--- src/rtl/motor_cmd_scheduler_pkg.sv ---
// Shared constants for the motor command scheduler: frame header, direction codes,
// parser and channel state encodings, and the frame validity check.
package motor_cmd_scheduler_pkg;

  localparam logic [7:0] HDR      = 8'hA5;

  localparam logic [1:0] DIR_STOP = 2'b00;
  localparam logic [1:0] DIR_FWD  = 2'b01;
  localparam logic [1:0] DIR_REV  = 2'b10;
  localparam logic [1:0] DIR_BAD  = 2'b11;

  localparam logic [1:0] P_HUNT   = 2'd0;
  localparam logic [1:0] P_CMD    = 2'd1;
  localparam logic [1:0] P_DUTY   = 2'd2;
  localparam logic [1:0] P_CSUM   = 2'd3;

  localparam logic [1:0] C_IDLE   = 2'd0;
  localparam logic [1:0] C_RUN    = 2'd1;
  localparam logic [1:0] C_GAP    = 2'd2;

  // A frame is usable only if the checksum matches and the direction is not the reserved code.
  function automatic logic frame_ok(input logic [7:0] cmd, input logic [7:0] duty,
                                    input logic [7:0] csum);
    return (csum == (cmd ^ duty)) && (cmd[2:1] != DIR_BAD);
  endfunction

endpackage

--- src/rtl/motor_chan_slot.sv ---
// One motor channel: IDLE -> RUN -> GAP sequencing of the pwm Start/Done handshake,
// with a one-deep pending command slot; drop_o pulses when a command is discarded.
module motor_chan_slot
  import motor_cmd_scheduler_pkg::*;
#(
  parameter int GAP_CYCLES = 1
) (
  input  logic       clk,
  input  logic       reset,
  input  logic       accept_i,
  input  logic [1:0] dir_i,
  input  logic [7:0] duty_i,
  input  logic       done_i,
  output logic       start_en_o,
  output logic [1:0] dir_o,
  output logic [7:0] duty_o,
  output logic       busy_o,
  output logic       drop_o
);

  localparam int GW = (GAP_CYCLES > 1) ? $clog2(GAP_CYCLES) : 1;
  localparam logic [GW-1:0] GAP_LAST = GW'(GAP_CYCLES - 1);

  logic [1:0]    state_q, state_d;
  logic [1:0]    dir_q, dir_d;
  logic [7:0]    duty_q, duty_d;
  logic          pend_vld_q, pend_vld_d;
  logic [1:0]    pend_dir_q, pend_dir_d;
  logic [7:0]    pend_duty_q, pend_duty_d;
  logic [GW-1:0] gap_q, gap_d;

  always_comb begin
    state_d     = state_q;
    dir_d       = dir_q;
    duty_d      = duty_q;
    pend_vld_d  = pend_vld_q;
    pend_dir_d  = pend_dir_q;
    pend_duty_d = pend_duty_q;
    gap_d       = gap_q;
    drop_o      = 1'b0;

    case (state_q)
      C_IDLE: begin
        if (pend_vld_q) begin
          state_d    = C_RUN;
          dir_d      = pend_dir_q;
          duty_d     = pend_duty_q;
          pend_vld_d = 1'b0;
          drop_o     = accept_i;
        end else if (accept_i) begin
          state_d = C_RUN;
          dir_d   = dir_i;
          duty_d  = duty_i;
        end
      end
      C_RUN: begin
        if (accept_i) begin
          if (pend_vld_q) begin
            drop_o = 1'b1;
          end else begin
            pend_vld_d  = 1'b1;
            pend_dir_d  = dir_i;
            pend_duty_d = duty_i;
          end
        end
        if (done_i) begin
          state_d = C_GAP;
          gap_d   = '0;
        end
      end
      C_GAP: begin
        // Last low cycle launches the next command directly so the gap is exactly GAP_CYCLES.
        if (gap_q == GAP_LAST) begin
          if (pend_vld_q) begin
            state_d    = C_RUN;
            dir_d      = pend_dir_q;
            duty_d     = pend_duty_q;
            pend_vld_d = 1'b0;
            drop_o     = accept_i;
          end else if (accept_i) begin
            state_d = C_RUN;
            dir_d   = dir_i;
            duty_d  = duty_i;
          end else begin
            state_d = C_IDLE;
          end
        end else begin
          gap_d = gap_q + 1'b1;
          if (accept_i) begin
            if (pend_vld_q) begin
              drop_o = 1'b1;
            end else begin
              pend_vld_d  = 1'b1;
              pend_dir_d  = dir_i;
              pend_duty_d = duty_i;
            end
          end
        end
      end
      default: state_d = C_IDLE;
    endcase
  end

  always_ff @(posedge clk) begin
    if (reset) begin
      state_q     <= C_IDLE;
      dir_q       <= DIR_STOP;
      duty_q      <= '0;
      pend_vld_q  <= 1'b0;
      pend_dir_q  <= DIR_STOP;
      pend_duty_q <= '0;
      gap_q       <= '0;
    end else begin
      state_q     <= state_d;
      dir_q       <= dir_d;
      duty_q      <= duty_d;
      pend_vld_q  <= pend_vld_d;
      pend_dir_q  <= pend_dir_d;
      pend_duty_q <= pend_duty_d;
      gap_q       <= gap_d;
    end
  end

  assign start_en_o = (state_q == C_RUN);
  assign dir_o      = dir_q;
  assign duty_o     = duty_q;
  assign busy_o     = (state_q != C_IDLE) || pend_vld_q;

endmodule

--- src/rtl/motor_cmd_scheduler.sv ---
// Decodes A5/CMD/DUTY/CSUM frames from the UART byte stream and dispatches them
// to two motor channel slots; counts bad frames, timeouts and dropped commands.
module motor_cmd_scheduler
  import motor_cmd_scheduler_pkg::*;
#(
  parameter int TIMEOUT_CYCLES = 49152,
  parameter int GAP_CYCLES     = 1
) (
  input  logic       clk,
  input  logic       reset,
  input  logic [7:0] RxData,
  input  logic       Rx_Done_Sig,
  input  logic       M1_Done_Sig,
  input  logic       M2_Done_Sig,
  output logic       M1_Start_En_Sig,
  output logic [1:0] M1_Dir,
  output logic [7:0] M1_Duty,
  output logic       M2_Start_En_Sig,
  output logic [1:0] M2_Dir,
  output logic [7:0] M2_Duty,
  output logic       busy,
  output logic [7:0] frame_err_cnt
);

  localparam int TW = $clog2(TIMEOUT_CYCLES + 1);
  localparam logic [TW-1:0] TMO_LAST = TW'(TIMEOUT_CYCLES - 1);

  logic [1:0]    pst_q, pst_d;
  logic [7:0]    cmd_q, cmd_d;
  logic [7:0]    duty_q, duty_d;
  logic [TW-1:0] tmo_q, tmo_d;
  logic [7:0]    err_q, err_d;
  logic          accept, frame_err;
  logic          m1_busy, m2_busy, m1_drop, m2_drop;
  logic [1:0]    err_inc;
  logic [8:0]    err_sum;

  always_comb begin
    pst_d     = pst_q;
    cmd_d     = cmd_q;
    duty_d    = duty_q;
    tmo_d     = tmo_q;
    accept    = 1'b0;
    frame_err = 1'b0;

    if (Rx_Done_Sig) begin
      tmo_d = '0;
      case (pst_q)
        P_HUNT: if (RxData == HDR) pst_d = P_CMD;
        P_CMD: begin
          cmd_d = RxData;
          pst_d = P_DUTY;
        end
        P_DUTY: begin
          duty_d = RxData;
          pst_d  = P_CSUM;
        end
        default: begin
          pst_d = P_HUNT;
          if (frame_ok(cmd_q, duty_q, RxData)) accept = 1'b1;
          else                                  frame_err = 1'b1;
        end
      endcase
    end else if (pst_q != P_HUNT) begin
      // Inter-byte silence inside a frame abandons it.
      if (tmo_q == TMO_LAST) begin
        tmo_d     = '0;
        pst_d     = P_HUNT;
        frame_err = 1'b1;
      end else begin
        tmo_d = tmo_q + 1'b1;
      end
    end
  end

  assign err_inc = {1'b0, frame_err} + {1'b0, m1_drop} + {1'b0, m2_drop};
  assign err_sum = {1'b0, err_q} + {7'b0, err_inc};
  assign err_d   = err_sum[8] ? 8'hFF : err_sum[7:0];

  always_ff @(posedge clk) begin
    if (reset) begin
      pst_q  <= P_HUNT;
      cmd_q  <= '0;
      duty_q <= '0;
      tmo_q  <= '0;
      err_q  <= '0;
    end else begin
      pst_q  <= pst_d;
      cmd_q  <= cmd_d;
      duty_q <= duty_d;
      tmo_q  <= tmo_d;
      err_q  <= err_d;
    end
  end

  motor_chan_slot #(.GAP_CYCLES(GAP_CYCLES)) u_m1 (
    .clk        (clk),
    .reset      (reset),
    .accept_i   (accept & ~cmd_q[0]),
    .dir_i      (cmd_q[2:1]),
    .duty_i     (duty_q),
    .done_i     (M1_Done_Sig),
    .start_en_o (M1_Start_En_Sig),
    .dir_o      (M1_Dir),
    .duty_o     (M1_Duty),
    .busy_o     (m1_busy),
    .drop_o     (m1_drop)
  );

  motor_chan_slot #(.GAP_CYCLES(GAP_CYCLES)) u_m2 (
    .clk        (clk),
    .reset      (reset),
    .accept_i   (accept & cmd_q[0]),
    .dir_i      (cmd_q[2:1]),
    .duty_i     (duty_q),
    .done_i     (M2_Done_Sig),
    .start_en_o (M2_Start_En_Sig),
    .dir_o      (M2_Dir),
    .duty_o     (M2_Duty),
    .busy_o     (m2_busy),
    .drop_o     (m2_drop)
  );

  assign busy          = m1_busy | m2_busy;
  assign frame_err_cnt = err_q;

endmodule

--- config.mk ---
export PLATFORM = sky130hd
export DESIGN_NAME = motor_cmd_scheduler
export DESIGN_NICKNAME = d
export VERILOG_FILES = /design/src/rtl/motor_cmd_scheduler_pkg.sv /design/src/rtl/motor_chan_slot.sv /design/src/rtl/motor_cmd_scheduler.sv
export SDC_FILE = /design/constraint.sdc
export NUM_CORES = 1
export LEC_CHECK = 0
export BUFFER_PORTS_ARGS = -buffer_cell sky130_fd_sc_hd__buf_2
export CAP_MARGIN = 25
export CELL_PAD_IN_SITES_DETAIL_PLACEMENT = 1
export CELL_PAD_IN_SITES_GLOBAL_PLACEMENT = 1
export CORE_UTILIZATION = 40
export CTS_CLUSTER_DIAMETER = 30
export DETAILED_ROUTE_END_ITERATION = 8
export PLACE_DENSITY = 0.75
export RECOVER_POWER = 25
export SLEW_MARGIN = 20
export SYNTH_ARGS = -nofsm -noshare
export SYNTH_HDL_FRONTEND = slang
export SYNTH_SLANG_ARGS = --single-unit
--- constraint.sdc ---
create_clock -name clk -period 9 [get_ports clk]
set_input_delay 0.45 -clock clk [delete_from_list [all_inputs] [get_ports clk]]
set_output_delay 0.45 -clock clk [all_outputs]
set_load 0.01 [all_outputs]
==> summary.md, run 1 <==
| Metric | Value |
|---|---|
| Mapped Nets | 495 |
| Highest clock rate | 0.2636 GHz |
| Post-CTS Setup Repair Bufs | 0 |
| Max-slew headroom | 40.03% |
| Longest Clk Path Bufs | 2 |
| DR WL/cell | 16.17 um |
| Worst min-delay path class | input pin to flip-flop |
| Largest net degree at the start of global routing | 77 |
| P_leak | 0.001663 uW |
| Initial antenna violation count | 0 |
| Post-route insts no fill | 633 |
| Adder-cell share of the synthesized area | between 5 and 6% |
| Hold EP | duty_q[1] |
| Finish-stage setup viols | 0 |
| Post-synthesis xor/xnor area fraction | about 7.7% |
| Syn Inst Count | 464 |
| RR Endpoint | frame_err_cnt[5] |
| CP Capture Type | flip-flop |
| CTS tree | built |
| Area delta synth->final | 10.61% |
| Placer congestion estimate | roughly 0.8 |
| H-tree Lvls | 3 |
| Reg-to-reg slack, setup | 5.21 ns |
| Hold bufs inserted after CTS | 0 |
| Core area | 0.01028 sq mm |
| Most frequent cell after synthesis | dfxtp_1 |
| Worst IR drop on VDD | roughly 90 uV |
| Post-synth ARST share | 0% |
| Multiplexer share of the synthesized area | between 10% and 20% |
| R2R cell count | 13 |
| ANT cells | 0 |
| Syn_area_per_cell | 9.125 sq um |
| Synth area leaders | dfxtp_1 (42%), mux2i_1 (9.7%), nor2_1 (6.0%) |
| Final Skew | 0.01375 ns |
| CTS Sinks | 88 |
| FP Rows | 37 |
| List of most frequent post-synthesis cells | dfxtp_1 (88), nor2_1 (68), a21oi_1 (41), mux2i_1 (41), nand2_1 (38) |
| Multi-input logic area | ~0.0023 sq mm |
| Reg clk slew, reported paths | around 0.09 ns |
| Status | finished, final reports clean |
| Post-DP HPWL | 7.208 mm |
| Crit path max fanout | 10 |
| Port Buffers | 43 |
| Vias in the first global route | 3412 |
| Largest area contributor in the netlist | dfxtp_1 |
| Die Y-Extent | approximately 100 um |
| Hold path cells | 3 |
| IO Pins | 44 |
| Fin crit share | roughly 42% |
| Setup_tns | 0 ns |
| Clock tree root driver cell | clkbuf_8 |
| Arrival time at the worst endpoint | 4.01 ns |
| Starting Density | 41.20% |
| Clk_lat worst skew | 0.37 ns |
| Synth Area in Compound Gates | about 12% |
| Residual DRC | 0 |
| Synth warn | 0 |
| Register area share after synthesis | 41.61% |
| Layout fillers | about 1200 |
| Drt first pass iters | 4 |
| Largest family of logic cells by synthesized area | simple AND/OR/NAND/NOR gates |
| Post-layout min period | 3.794 ns |
| DIE AREA | about 0.011 sq mm |
| Number of enable flip-flop cells after synthesis | 0 |
| First-pass GRT wire length | 16.77 mm |
| Yosys reg bits | 88 |
| DRT iter0 DRCs | a little under 100 |
| Pwr Density | 166.3 mW/mm^2 |
| Hold path start | RxData[1] |
| Post-route ant nets | 0 |
| Primary FF master, synth | dfxtp_1 |
| RSZ-0062 raised after global routing | no |
| Worst path required time | 9.22 ns |
| Sequential cell area | 0.001762 sq mm |
| Die Wd | ~100 um |
| Simple-Gate Fraction of Synth Area | 18.85% |
| Placed Cells | 616 |
| Global route overflow | 0 |
| Final WL | approximately 10 mm |
| Post-CTS sizing | 0 |
| Fin. Hold Viols | 0 |
| Mapped cell area | 0.004234 sq mm |
| Post-DP Area | ~0.0045 sq mm |
| Max_cap viols | 0 |
| Via density | 5.357 |
| CTS Buf Count | 9 |
| Net count, final | 523 |
| Tot GR Track Use | 19.21% |
| Origin of the critical flop-to-flop path | cmd_q[0] |
| Layout cells sized above 1 | 8.451% |
| Netlist cell types | 46 |
| Share of the synthesized area in the top cell type | 41.61% |
| Slew Limit Fails | 0 |
| Kind of critical path | flip-flop to flip-flop |
| Post-route cell area | 0.004683 sq mm |
| Vias | 3391 |
| Worst setup SP type | flip-flop |
| Slew @ Worst Pin | roughly 0.89 ns |
## cells in the final DEF, fill, tap and decap left out, types with 3 or more instances in the layout
cell type  netlist  final
nor3_1          11     11
nand4_1          6      6
mux2i_1         41     41
xor2_1          13     13
ha_1            16     16
nor2b_1          5      5
clkbuf_1        17     28
dfxtp_1         88     88
a311oi_1        10     10
nor2_1          68     68
buf_2            4     15
xnor2_1          9      9
nand3_1         24     24
o21ai_0          4      4
nand2_1         38     38
a21oi_1         41     41
and2_1           3      3
inv_1            8      8
clkbuf_8         0     11
a211oi_1        10     10
and3_1           5      5
xnor3_1          6      6
## area by class of cell
cell class                 instances  share of cell area, %
multi-input combinational        339                  49.29
sequential                        88                  37.62
timing repair buffer              46                  4.408
tap                              136                  3.633
clock buffer                      11                  3.233
clock inverter                     5                  1.176
inverter                           8                 0.6412
## worst max-delay path by stage
| stage | slack (ns) | depth (start not counted) | from | end |
|---|---|---|---|---|
| detailed placement | 5.16 | 14 | RxData[3] | frame_err_cnt[1] |
| global route | 5.02 | 14 | pst_q[1] | frame_err_cnt[5] |
| finish | 5.21 | 13 | cmd_q[0] | frame_err_cnt[5] |
| global placement | 5.27 | 14 | RxData[3] | frame_err_cnt[1] |
| CTS | 5.20 | 13 | duty_q[3] | frame_err_cnt[5] |
| floorplan | 5.69 | 14 | RxData[0] | frame_err_cnt[0] |
## per-stage QoR
stage	util, %	hold WS [ns]	power [uW]	worst slack (ns)
global route	45.57	0.3728	815.6	5.019
finish	45.57	0.3664	778.7	5.206
global placement	43.79	0.4533	497.1	5.267
CTS	45.80	0.3589	785.1	5.196
floorplan	-	0.4431	475.5	5.685
detailed placement	43.79	0.4628	499.7	5.160
## worst max-delay path, cell delays in order (launching register included)
cell and delay [ns]:
dfxtp_1 0.62, xnor3_1 0.21, nand4_1 0.15, or2_1 0.36, or3_4 0.43, nor2_1 0.13, and2_1 0.15, fa_1 0.43
ha_1 0.25, fa_1 0.44, nand2_1 0.14, nor2_1 0.05, nand2_1 0.18, a21oi_1 0.10
## report_power, final
| group | total [uW] | switching (uW) | internal, uW |
|---|---|---|---|
| clock | 287 | 144 | 143 |
| sequential | 396 | 4.01 | 392 |
| combinational | 95.8 | 61.3 | 34.5 |
## logic make-up (layout without fill, tap and decap cells)
| kind of cell | after synthesis | after routing |
|---|---|---|
| buffers and inverters | 37 | 70 |
| AOI/OAI and AO/OA | 77 | 77 |
| xor gates and xnor gates | 28 | 28 |
| muxes | 42 | 42 |
| DFF | 88 | 88 |
| adders and majority gates | 18 | 18 |
| and+or+nand+nor | 174 | 174 |
## flip-flops by register name, summed over array words and instances (netlist names), 2 cells and up
name,count
u_m2.pend_dir_q,2
pst_q,2
u_m1.state_q,2
frame_err_cnt,8
u_m2.state_q,2
u_m2.dir_o,2
u_m1.pend_duty_q,8
u_m1.duty_o,8
cmd_q,8
tmo_q,16
u_m2.duty_o,8
u_m2.pend_duty_q,8
u_m1.dir_o,2
duty_q,8
u_m1.pend_dir_q,2
## layer usage
| metal | routed length [um] | vias to the layer above | GRT usage, % | share of wire (%) |
|---|---|---|---|---|
| met2 | 4928 | 36 | 31.46 | 48 |
| met5 | 0 | - | 0 | 0 |
| li1 | - | 1674 | - | - |
| met3 | 214 | 11 | 3.930 | 2.1 |
| met1 | 4891 | 1670 | 24.78 | 48 |
| met4 | 198 | 0 | 7.445 | 1.9 |
(Power assumes the default switching activity.)
==> run 2, diff against run 1 <==
==> constraint.sdc (replaced) <==
create_clock -name clk -period 3.78 [get_ports clk]
set_input_delay 0.189 -clock clk [delete_from_list [all_inputs] [get_ports clk]]
set_output_delay 0.189 -clock clk [all_outputs]
set_load 0.01 [all_outputs]
==> run 2 against run 1 <==
Net effect: worst setup slack worse by 5.0 ns; wire length is 4.9% higher; clock skew down 0.0059 ns; sequential share of layout area fell by 0.55 points; non-clock buffer count grew 6; maximum frequency up 7.4%; flip-flop and latch count stayed put; first-iteration DRC count up 8.2%.
==> summary.md, run 2 (synthesized netlist as in run 1, its figures left out) <==
| Metric | Value |
|---|---|
| Largest net degree at the start of global routing | 55 |
| Area delta synth->final | 12.26% |
| Worst setup SP type | flip-flop |
| Highest clock rate | 0.2832 GHz |
| Final WL | between 10 and 15 mm |
| Reg clk slew, reported paths | 0.09 ns |
| Post-layout min period | 3.531 ns |
| Final Util | between 40% and 50% |
| Final Skew | approximately 0.008 ns |
| Multi-input logic area | ~0.0023 sq mm |
| Status | finished, final reports clean |
| H-tree Lvls | 3 |
| Net load switching power | 500.8 uW |
| Slowest Stage Delay on Critical Path | 0.43 ns |
| Residual DRC | 0 |
| Comb power frac | between 10% and 20% |
| DR WL/cell | 16.80 um |
| Starting Density | between 40 and 50% |
| Pwr Density | 401.7 mW/mm^2 |
| Tot GR Track Use | 20.74% |
| Port Buffers | 43 |
| Via density | between 5 and 6 |
| Crit path max fanout | 6 |
| Leading cell type in the layout, fill and taps excluded | dfxtp_1 |
| Origin of the critical flop-to-flop path | duty_q[0] |
| Clk_lat worst skew | ~0.37 ns |
| Core area | 0.01028 sq mm |
| Launch point of the worst path | duty_q[0] |
| Die Y-Extent | 104.9 um |
| CTS tree | built |
| Sequential cell area | 0.001762 sq mm |
| Vias in the first global route | 3581 |
| Max_cap viols | 0 |
| Max-slew headroom | 39.16% |
| Seq pwr share | 49.4% |
| DRT iter0 DRCs | between 100 and 150 |
| CTS Buf Count | 9 |
| Hold bufs inserted after CTS | 0 |
| Post-route ant nets | 0 |
| Worst path cell trace | xnor3_1 > nand4_1 > or2_1 > or3_4 > nor2_1 > and2_1 > fa_1 > ha_1 > fa_1 > nand2_1 > nor2_1 > nand2_1 > a21oi_1 |
| Layout cells sized above 1 | 9.344% |
| Slew Limit Fails | 0 |
| Largest register FFs | 16 |
| Post-DP HPWL | about 7.7 mm |
| Worst min-delay path class | input pin to flip-flop |
| Hold slack | approximately 0.12 ns |
| Arrival time at the worst endpoint | 3.78 ns |
| Post-route setup slack | 0.2485 ns |
| Internal power | 1409 uW |
| ANT cells | 0 |
| Net count, final | ~530 |
| Largest reg by FF count | tmo_q |
| Global route overflow | 0 |
| Switching Fraction | between 20% and 30% |
| Drt first pass iters | 4 |
| FP Rows | 37 |
| Fin. Hold Viols | 0 |
| CP Capture Type | flip-flop |
| Vias | 3432 |
| Hold path start | RxData[6] |
| Longest Clk Path Bufs | 2 |
| First-pass GRT wire length | 17.75 mm |
| CTS Sinks | 88 |
| Most frequent cells in the layout | dfxtp_1 (88), nor2_1 (68), mux2i_1 (41), a21oi_1 (41), nand2_1 (38) |
| P_leak | 0.001697 uW |
| Pre-CTS setup slack | 0.1419 ns |
| Worst path required time | 4.03 ns |
| Worst IR drop on VDD | 135.9 uV |
| DIE AREA | 0.01100 sq mm |
| Initial antenna violation count | 0 |
| Clock tree root driver cell | clkbuf_8 |
| Die Wd | 104.9 um |
| Fin crit share | between 90 and 100% |
| Placer congestion estimate | 0.8272 |
| Finish-stage setup viols | 0 |
| Kind of critical path | flip-flop to flip-flop |
| Setup_tns | 0 ns |
| IO Pins | 44 |
| Slowest cell on the critical path | fa_1 |
| Layout fillers | 1249 |
| RSZ-0062 raised after global routing | no |
| Clock Power Share | a little under two fifths |
| Slew @ Worst Pin | ~0.9 ns |
run 2: per-stage QoR:
step           instance area (sq um)  cells  power [uW]
5_1_grt                         4753    639        1989
2_1_floorplan                   4234    464        1132
4_1_cts                         4767    638        1928
3_5_place_dp                    4546    622        1197
6_report                        4753    639        1910
3_3_place_gp                    4546    622        1188
run 2: what timing repair did:
| action | CTS | global route |
|---|---|---|
| gates resized for setup | 0 | 2 |
| endpoints found under the setup margin | 0 | 8 |
| buffers inserted | 0 | 0 |
run 2: power groups by stage:
stage / sequential (uW) / clock [uW] / combinational, uW
4_1_cts: 943 / 750 / 234
2_1_floorplan: 963 / 0 / 169
6_report: 943 / 732 / 235
3_5_place_dp: 965 / 0 / 233
3_3_place_gp: 964 / 0 / 223
5_1_grt: 945 / 782 / 262
run 2: area by class of cell:
class | instances | area share, %
sequential | 88 | 37.06
tap | 136 | 3.580
clock inverter | 5 | 1.685
clock buffer | 11 | 2.974
inverter | 8 | 0.6317
multi-input combinational | 339 | 48.62
timing repair buffer | 52 | 5.449
run 2: critical path: cells and delay by family, from the launching register on:
family,cells,cell delay (ns)
AND/OR/NAND/NOR,8,1.43
XOR/XNOR,1,0.38
AO/OA/AOI/OAI,1,0.11
adder cells (fa/ha/maj),3,1.12
flip-flops,1,0.37
run 2: per-layer routing:
metal  wire (um)  GRT usage [%]
met1        4910          25.33
met2        5322          36.05
met3         299          3.805
met4         204          8.048
met5           0              0
run 2: path summary, 6_finish.rpt:
check / end / slack, ns / depth (start not counted)
worst min-delay path: duty_q[6] / 0.12 / 3
worst max-delay path: frame_err_cnt[0] / 0.25 / 13
worst min register to register: cmd_q[6] / 0.48 / 2
worst max register to register: frame_err_cnt[0] / 0.25 / 13
==> run 3, diff against run 2 <==
--- a/config.mk
+++ b/config.mk
@@ -14,6 +14,7 @@
 export DETAILED_ROUTE_END_ITERATION = 8
 export PLACE_DENSITY = 0.75
 export RECOVER_POWER = 25
+export SETUP_SLACK_MARGIN = 0.5
 export SLEW_MARGIN = 20
 export SYNTH_ARGS = -nofsm -noshare
 export SYNTH_HDL_FRONTEND = slang
==> run 3 against run 2 <==
Net effect: clock-buffer cell count rose by 1; critical path depth did not move; combinational power rose by 2%; first-iteration DRC count rose by 18%; register-to-register slack improved by 0.31 ns; worst hold slack improved by 0.0013 ns; non-clock buffer count rose by 3; flip-flop and latch count did not move; worst setup slack improved by 0.31 ns.
==> summary.md, run 3 (synthesized netlist as in run 1, its figures left out) <==
| Metric | Value |
|---|---|
| Clock tree root driver cell | clkbuf_8 |
| Clk_lat worst skew | 0.36 ns |
| Core area | 0.01028 sq mm |
| Die Y-Extent | 104.9 um |
| P_leak | 0.001750 uW |
| Vias in the first global route | 3570 |
| Post-DP HPWL | 7.642 mm |
| Worst setup SP type | flip-flop |
| Longest Clk Path Bufs | 2 |
| DIE AREA | ~0.011 sq mm |
| Post-route ant nets | 0 |
| Worst IR drop on VDD | roughly 230 uV |
| Fin. Hold Viols | 0 |
| Max-slew headroom | 40.95% |
| Worst min-delay path class | input pin to flip-flop |
| CTS Sinks | 88 |
| Kind of critical path | flip-flop to flip-flop |
| Comb power frac | 12.8% |
| Via density | 5.461 |
| Reg clk slew, reported paths | 0.08 ns |
| Port Buffers | 43 |
| Drt first pass iters | 4 |
| Final Skew | 0.009228 ns |
| Status | finished, final reports clean |
| CTS tree | built |
| CTS Buf Count | 9 |
| Arrival time at the worst endpoint | 3.42 ns |
| Layout fillers | ~1200 |
| First-pass GRT wire length | 17.96 mm |
| DR WL/cell | 17.16 um |
| Max_cap viols | 0 |
| Setup_tns | 0 ns |
| Starting Density | approximately 41% |
| Area delta synth->final | 14.60% |
| H-tree Lvls | 3 |
| Net load switching power | 504.4 uW |
| Layout cells sized above 1 | 14.62% |
| Fin crit share | 85.21% |
| Final Util | between 40% and 50% |
| Largest register FFs | 16 |
| Clock Power Share | a little under two fifths |
| Slowest cell on the critical path | fa_1 |
| Internal power | 1378 uW |
| Post-layout min period | about 3.2 ns |
| Slowest Stage Delay on Critical Path | 0.41 ns |
| Leading cell type in the layout, fill and taps excluded | dfxtp_1 |
| Placer congestion estimate | 0.8136 |
| FP Rows | 37 |
| Pwr Density | 387.9 mW/mm^2 |
| Vias | 3506 |
| Net count, final | 532 |
| ANT cells | 0 |
| Largest reg by FF count | tmo_q |
| Die Wd | 104.9 um |
| Global route overflow | 0 |
| Worst path cell trace | xnor3_1 > nand4_1 > or2_1 > or3_4 > nor2_4 > and2_4 > fa_1 > ha_2 > fa_2 > nand2_4 > nor2_4 > nand2_4 > a21oi_1 |
| IO Pins | 44 |
| Final WL | 11.02 mm |
| Largest net degree at the start of global routing | 40 |
| Most frequent cells in the layout | dfxtp_1 (80), nor2_1 (64), mux2i_1 (41), a21oi_1 (40), nand2_1 (35) |
| Slew @ Worst Pin | 0.8846 ns |
| Residual DRC | 0 |
| Crit path max fanout | 6 |
| Slew Limit Fails | 0 |
| CP Capture Type | flip-flop |
| Initial antenna violation count | 0 |
| Highest clock rate | 0.3105 GHz |
| RSZ-0062 raised after global routing | yes |
| Seq pwr share | 50.1% |
| DRT iter0 DRCs | 124 |
| Finish-stage setup viols | 0 |
| Worst path required time | ~4.0 ns |
| Tot GR Track Use | 20.86% |
| Switching Fraction | 26.80% |
-- run 3: cell count changes in the layout (fill, tap and decap cells not counted), sizes merged --
cell and change:
clkinv +1, bufinv -1, clkinvlp -1, clkbuf +1, buf +3
-- run 3: worst paths after layout --
kind                            to  slack, ns  depth (start not counted)  startpoint
setup / recovery  frame_err_cnt[3]       0.56                         13    cmd_q[6]
hold / removal            cmd_q[6]       0.12                          3   RxData[6]
setup reg to reg  frame_err_cnt[3]       0.56                         13    cmd_q[6]
hold reg to reg           cmd_q[6]       0.47                          2    cmd_q[6]
-- run 3: power groups by stage --
stage | combinational (uW) | clock (uW) | sequential [uW]
3_5_place_dp | 231 | 0 | 964
4_1_cts | 235 | 717 | 942
5_1_grt | 260 | 763 | 943
6_report | 240 | 700 | 942
2_1_floorplan | 169 | 0 | 963
3_3_place_gp | 222 | 0 | 964
-- run 3: layout make-up --
cell class	count	area, sq um	share of cell area, %
Timing Repair Buffer	55	269.0	5.544
Multi-Input combinational cell	339	2392	49.30
Inverter	8	30.03	0.6189
Tap cell	136	170.2	3.507
Clock buffer	12	165.2	3.404
Clock inverter	4	51.30	1.057
Sequential cell	88	1774	36.57
-- run 3: timing repair --
action,CTS,global route
gates resized for setup,17,14
endpoints found under the hold margin,0,0
buffers inserted,3,0
endpoints found under the setup margin,8,8
pin swaps,8,3
hold buffers,0,0
-- run 3: worst max-delay path: cells and delay by family (launching register included) --
kind	cells	cell delay, ns
AO/OA/AOI/OAI	1	0.08
XOR/XNOR	1	0.40
AND/OR/NAND/NOR	8	1.23
adder cells (fa/ha/maj)	3	1.00
flip-flops	1	0.33
-- run 3: layer usage --
layer / share of wire (%) / GRT usage [%] / vias to the layer above
li1: - / - / 1697
met1: 45 / 25.57 / 1738
met2: 49 / 35.43 / 56
met3: 3.1 / 5.053 / 15
met4: 2.3 / 7.646 / 0
met5: 0 / 0 / -
-- run 3: per-stage QoR --
| step | hold WS (ns) | setup WS, ns | instance area, sq um | power, uW | cells |
|---|---|---|---|---|---|
| 2_1_floorplan | 0.3365 | 0.5432 | 4237 | 1132 | 464 |
| 3_3_place_gp | 0.4562 | 0.3985 | 4556 | 1186 | 623 |
| 3_5_place_dp | 0.4691 | 0.1751 | 4556 | 1195 | 623 |
| 4_1_cts | 0.1105 | 0.5041 | 4837 | 1894 | 642 |
| 5_1_grt | 0.1087 | 0.4540 | 4852 | 1966 | 642 |
| 6_report | 0.1243 | 0.5589 | 4852 | 1882 | 642 |
